### src/rtl/noc_injector.sv
// Client-to-router injection stage: local flit FIFO, credit flow control,
// and per-packet destination latching from the head flit.
module noc_injector #(
    parameter int DEST_WIDTH        = 1,
    parameter int FLIT_WIDTH        = 32,
    parameter int FLIT_BUFFER_DEPTH = 4,
    parameter int INPUT_FIFO_DEPTH  = 4,
    localparam int CW = $clog2(FLIT_BUFFER_DEPTH + 1),
    localparam int AW = $clog2(INPUT_FIFO_DEPTH)
) (
    input  logic                  clk,
    input  logic                  rst_n,
    input  logic                  s_valid,
    output logic                  s_ready,
    input  logic [FLIT_WIDTH-1:0] s_data,
    input  logic [DEST_WIDTH-1:0] s_dest,
    input  logic                  s_last,
    output logic                  send_out,
    output logic [FLIT_WIDTH-1:0] data_out,
    output logic [DEST_WIDTH-1:0] dest_out,
    output logic                  is_tail_out,
    input  logic                  credit_in,
    output logic [CW-1:0]         credit_count,
    output logic                  err_credit_overflow,
    output logic                  idle
);

    localparam int EW = FLIT_WIDTH + DEST_WIDTH + 1;
    localparam int PW = AW + 1;
    localparam logic [PW-1:0] PTR_ONE = PW'(1);
    localparam logic [CW-1:0] CRED_ONE = CW'(1);
    localparam logic [CW-1:0] CRED_MAX = CW'(FLIT_BUFFER_DEPTH);

    typedef enum logic {HEAD, BODY} state_t;

    logic [EW-1:0]         mem [INPUT_FIFO_DEPTH];
    logic [PW-1:0]         wr_ptr;
    logic [PW-1:0]         rd_ptr;
    logic [EW-1:0]         head;
    logic [FLIT_WIDTH-1:0] head_data;
    logic [DEST_WIDTH-1:0] head_dest;
    logic                  head_last;
    logic [DEST_WIDTH-1:0] cur_dest;
    state_t                state;
    logic                  empty;
    logic                  full;
    logic                  push;
    logic                  fire;

    // Extra pointer bit distinguishes full from empty when indices match.
    assign empty = wr_ptr == rd_ptr;
    assign full  = (wr_ptr[AW] != rd_ptr[AW]) &&
                   (wr_ptr[AW-1:0] == rd_ptr[AW-1:0]);

    assign s_ready = !full;
    assign push    = s_valid && !full;
    assign fire    = !empty && (credit_count != '0);

    assign head      = mem[rd_ptr[AW-1:0]];
    assign head_data = head[EW-1:DEST_WIDTH+1];
    assign head_dest = head[DEST_WIDTH:1];
    assign head_last = head[0];

    assign idle = empty && (state == HEAD) && (credit_count == CRED_MAX);

    always_ff @(posedge clk) begin
        if (push) begin
            mem[wr_ptr[AW-1:0]] <= {s_data, s_dest, s_last};
        end
    end

    always_ff @(posedge clk or negedge rst_n) begin
        if (!rst_n) begin
            wr_ptr              <= '0;
            rd_ptr              <= '0;
            state               <= HEAD;
            cur_dest            <= '0;
            send_out            <= 1'b0;
            data_out            <= '0;
            dest_out            <= '0;
            is_tail_out         <= 1'b0;
            credit_count        <= CRED_MAX;
            err_credit_overflow <= 1'b0;
        end else begin
            send_out <= fire;
            if (push) begin
                wr_ptr <= wr_ptr + PTR_ONE;
            end
            if (fire) begin
                rd_ptr      <= rd_ptr + PTR_ONE;
                data_out    <= head_data;
                is_tail_out <= head_last;
                if (state == HEAD) begin
                    dest_out <= head_dest;
                    cur_dest <= head_dest;
                    if (!head_last) begin
                        state <= BODY;
                    end
                end else begin
                    dest_out <= cur_dest;
                    if (head_last) begin
                        state <= HEAD;
                    end
                end
            end
            unique case ({fire, credit_in})
                2'b10: credit_count <= credit_count - CRED_ONE;
                2'b01: begin
                    if (credit_count == CRED_MAX) begin
                        err_credit_overflow <= 1'b1;
                    end else begin
                        credit_count <= credit_count + CRED_ONE;
                    end
                end
                default: credit_count <= credit_count;
            endcase
        end
    end

endmodule

### config.mk
export PLATFORM = sky130hd
export DESIGN_NAME = noc_injector
export DESIGN_NICKNAME = d
export VERILOG_FILES = /design/src/rtl/noc_injector.sv
export SDC_FILE = /design/constraint.sdc
export NUM_CORES = 1
export LEC_CHECK = 0
export BUFFER_PORTS_ARGS = -buffer_cell sky130_fd_sc_hd__buf_2
export CAP_MARGIN = 40
export CORE_ASPECT_RATIO = 2
export CORE_MARGIN = 3
export CORE_UTILIZATION = 58
export DETAILED_ROUTE_END_ITERATION = 16
export PLACE_DENSITY = 0.82
export SYNTH_ARGS = -nofsm -noshare
export SYNTH_HDL_FRONTEND = slang
export SYNTH_SLANG_ARGS = --single-unit
### constraint.sdc
create_clock -name clk -period 2.96 [get_ports clk]
set_input_delay 0.296 -clock clk [delete_from_list [all_inputs] [get_ports clk]]
set_output_delay 0.296 -clock clk [all_outputs]
set_load 0.1 [all_outputs]
## Word-level counts from Yosys, hierarchy flattened

Memories as Yosys holds them, arrays and structs flattened.
Cells that the tools add are included.

| cells by class | value |
|---|---|
| equal/unequal tests | 7 |
| reductions and logical operators | 12 |
| bitwise gates (word level) | 1 |
| multiplexer cells | 5 |
| add/sub/neg operators | 4 |

Operators by type and width:

| cell | count |
|---|---|
| 3-bit by 1-bit adder with 3-bit output, second input constant | 3 |
| 3-bit one-hot mux with 2 select lines | 1 |
| 2-bit AND reduction | 3 |
| 1-bit logical AND | 5 |
| 3-bit == test | 1 |
| 3-bit == test, second input constant | 1 |
| 1-bit two-way mux | 3 |
| 3-bit two-way mux | 1 |
| 3-bit nonzero test | 1 |
| 3-bit by 1-bit subtractor with 3-bit output, second input constant | 1 |
| 2-bit by 1-bit == test with 1-bit output, second input constant | 1 |
| 2-bit == test | 1 |
| 2-bit == test, second input constant | 1 |
| 1-bit logical NOT | 2 |
| 2-bit inequality test, second input constant | 1 |
| 2-bit nonzero test | 1 |
| 1-bit inequality test | 1 |
| 1-bit NOT | 1 |

| storage, ports and cells | value |
|---|---|
| bits in writable memories | 136 |
| bits of input ports | 38 |
| word-level logic and storage cells | 39 |
| register bits | 46 |
| memories kept | 1 |
| output and inout bits | 41 |

Memory list:

| memory | words | bits a word | rd ports | clocked after memory_dff | write ports | line | RTL |
|---|---|---|---|---|---|---|---|
| mem | 4 | 34 | 1 | 0 | 1 | 36 | `logic [EW-1:0] mem [INPUT_FIFO_DEPTH];` |

## Longest topological paths before layout

| logic depth | value |
|---|---|
| depth in word-level cells | 6 |
| mapped depth | 10 |
| gate-level depth less buffers | 9 |

## Worst setup path before layout

Ideal clock, no wire load.

| path | value |
|---|---|
| kind | register -> output |
| start point | register credit_count[0] |
| end point | output idle |
| buffers on the path | 0 |
| data arrival time | 3299 ps |
| data required time | 2664 ps |
| stages on the path, launching flop included | 4 |
| slack | -635 ps |
| path through | dfrtp_1 -> nor2_1 -> nand2_1 -> nor3_1 |

| on the way | value |
|---|---|
| cells in the longest elaborated chain, start to end | 2 |

Ends and longest elaborated chain:

| element | line | RTL |
|---|---|---|
| from (decl) | 23 | `output logic [CW-1:0] credit_count,` |
| from (signal assigned) | 107 | `2'b10: credit_count <= credit_count - CRED_ONE;` |
| from (signal assigned) | 112 | `credit_count <= credit_count + CRED_ONE;` |
| from (signal assigned) | 115 | `default: credit_count <= credit_count;` |
| 3-bit == test | 64 | `assign idle = empty && (state == HEAD) && (credit_count == CRED_MAX);` |
| 1-bit logical AND | 64 |  |
| to (decl) | 25 | `output logic idle` |

No other way between the ends.

## Worst setup path in the final report

| path | value |
|---|---|
| start point | register wr_ptr[0] |
| end point | output idle |

| on the way | value |
|---|---|
| cells in the longest elaborated chain, start to end | 3 |

Ends and longest elaborated chain:

| element | line | RTL |
|---|---|---|
| from (decl) | 37 | `logic [PW-1:0] wr_ptr;` |
| from (signal assigned) | 87 | `wr_ptr <= wr_ptr + PTR_ONE;` |
| 3-bit == test | 51 | `assign empty = wr_ptr == rd_ptr;` |
| 1-bit logical AND (2 in series) | 64 |  |

No other way between the ends.

==> flow_summary.ini <==
[status]
outcome = finished, final reports clean

[cts]
ctsHoldBuffers = 1
clkLatencyLatePin_ns = 0.41
cts_tree = done
cts_sinks = 182
clock-root-buffer = clkbuf_16
cts.clk_slew.worst_paths_ns = 0.07
cts-resized-gates = 0
cts_buffers = 17
clockBufferDepth = 2
cts_max_level = 4
cts_setup_buffers = 0

[setup_path]
cp_max_fo = 6
path_class = register to primary output
critPathCaptureType = primary output
startpoint = wr_ptr[0]
cp.required_ns = 2.66
r2r_start = wr_ptr[0]
arrival_ns = 2.13
critPathLaunchType = register

[finish]
fill_cells = 727
syn2layout_area_growth_pct = 17.26
nets = 462
antennaDiodeCount = 0
drive_above_1_share_pct = 46.64

[timing]
fin_crit_ns = 2.429
rsz0062_at_grt = false
hold_viol = 0
fin_hold_ws_ns = 0.09181
clock_skew_ns = 0.008361
slew_violations = 0
relSlewSlack_pct = 45.85
finalSetupViolCount = 0
worst_pin_slew_ns = 0.8122
tns_ns = 0
fin_crit_sh_pct = 82.07
fmax_mhz = 411.6

[placement]
dp_hpwl_mm = 7.658
io_buffers = 78
place_congestion = 0.7402

[detailed_routing]
routed_wirelength_mm = 12.30
viasPerCell = 5.760
antenna_left = 0
drtPass1Iterations = 4
vias = 3318
drt_iter0_drc = 225
wl_per_cell_um = 21.35
drc = 0

[yosys]
synth_fp_nets = 368
yosys-top-cells-area = edfxtp_1 58%, dfrtp_1 16%, mux4_2 11%
ys_warn_count = 0
ys_seq_area_share_pct = 74.69
synth.distinct_cells = 37
avgSynthCellArea_um2 = 21.64
synth_seq_cells = 182
syn_area_um2 = 7010
yosysTopAreaCell = edfxtp_1
yosysTopAreaCellShare_pct = 58.25
syn_inst = 324

[global_route]
top_usage_layer = met2
track_usage_pct = 19.58
grtUsageMet3_pct = 3.777
grt_max_degree = 37
use_met1_pct = 24.00
grt_antenna_before_repair = 0
grt_pass1_vias = 3638
gr-total-overflow = 0
grt_util_met2_pct = 34.30
grt_pass1_wl_mm = 19.62

[floorplan]
die_w_um = 83.74
start_util_pct = 59.56
die_h_um = 161.5
core_area_um2 = 11770
ioPinCount = 79
rows = 56
die-area_um2 = 13520

[worst_hold_path]
holdCritStartpoint = s_data[25]
hold_class = primary input to register

[flow_run]
cap_violations = 0
## cells in the final DEF, fill, tap and decap left out, types with 3 or more instances in the layout
cell and count:
mux2_2 26, clkbuf_16 19, dfrtp_1 43, edfxtp_1 136
inv_6 4, mux4_2 34, buf_4 6, buf_12 4
xnor2_1 3, buf_2 78, o21ai_0 3, nand2_1 5
inv_1 4, nor2_1 7, mux2_4 10, nand3_1 3
and2_2 4, xor2_1 4, a31oi_1 3, ha_1 5
## cell usage after synthesis, drive strengths merged
cell	instances
mux2i	1
xor2	4
nor2	7
ha	5
a41o	1
fa	1
mux2	36
edfxtp	136
nand2	5
and2	4
o21ai	4
nor3b	1
a21oi	1
dfstp	1
clkbuf	5
buf	9
nand4b	1
o22a	1
a31oi	4
mux4	34
xnor2	6
nor3	2
inv	4
nor2b	1
a32o	1
dfrtp	45
nor4	1
nand3	3
## critical path, cell delays in order (launching register included)
cell and delay (ns):
dfrtp_1 0.47, xnor2_4 0.27, nand3_1 0.29, nor3_2 0.23, buf_2 0.45
## metrics by stage
step / utilization [%] / setup WS, ns / cells / area, µm²
finish: 69.83 / 0.5306 / 576 / 8220
detailed placement: 64.71 / 0.6129 / 543 / 7617
floorplan: - / 0.2109 / 324 / 7015
CTS: 69.83 / 0.5037 / 576 / 8220
global placement: 64.71 / 0.7173 / 543 / 7617
global route: 69.83 / 0.4175 / 576 / 8220
## registers in the layout, indices dropped and copies added, names as in the netlist
signal,flops
mem,136
err_credit_overflow,1
data_out,32
rd_ptr,3
state,1
wr_ptr,3
cur_dest,1
send_out,1
credit_count,3
is_tail_out,1
## cell families (layout without fill, tap and decap cells)
group                    count (synthesis)  count (layout)  synth area share [%]
multiplexers                            71              71                 17.38
XOR/XNOR                                10              10                 1.892
AO/OA/AOI/OAI                           12              12                 1.338
buffers and inverters                   18             125                 1.677
flip-flops                             182             182                 74.69
AND/OR/NAND/NOR                         25              25                 1.838
adder cells (fa/ha/maj)                  6               6                 1.178
## per-layer routing
layer	share of wire (%)	wire length [µm]
met1	37	4605
met2	57	7006
met3	4.0	486
met4	1.6	198
met5	0	0
## final timing paths
check                                      endpoint  slack [ns]  depth (start not counted)
worst max-delay path                           idle        0.53                          4
worst min-delay path                     mem[2][27]        0.09                          1
worst max register to register      credit_count[2]        0.59                          9
worst min register to register  err_credit_overflow        0.50                          1
max in group asynchronous                 rd_ptr[1]        1.69                          3
min in group asynchronous              data_out[19]        0.51                          2
## layout make-up
cell class	count	area, µm²	share of cell area [%]
Timing Repair Buffer	89	525.5	6.393
Sequential cell	182	5239	63.73
Multi-Input combinational cell	124	1667	20.27
Inverter	4	15.01	0.1826
Clock inverter	11	110.1	1.339
Tap cell	145	181.4	2.207
Clock buffer	21	483.0	5.875
Power is not shown: default switching activity piles up to over one toggle a cycle in this logic, so the estimate is an artifact.
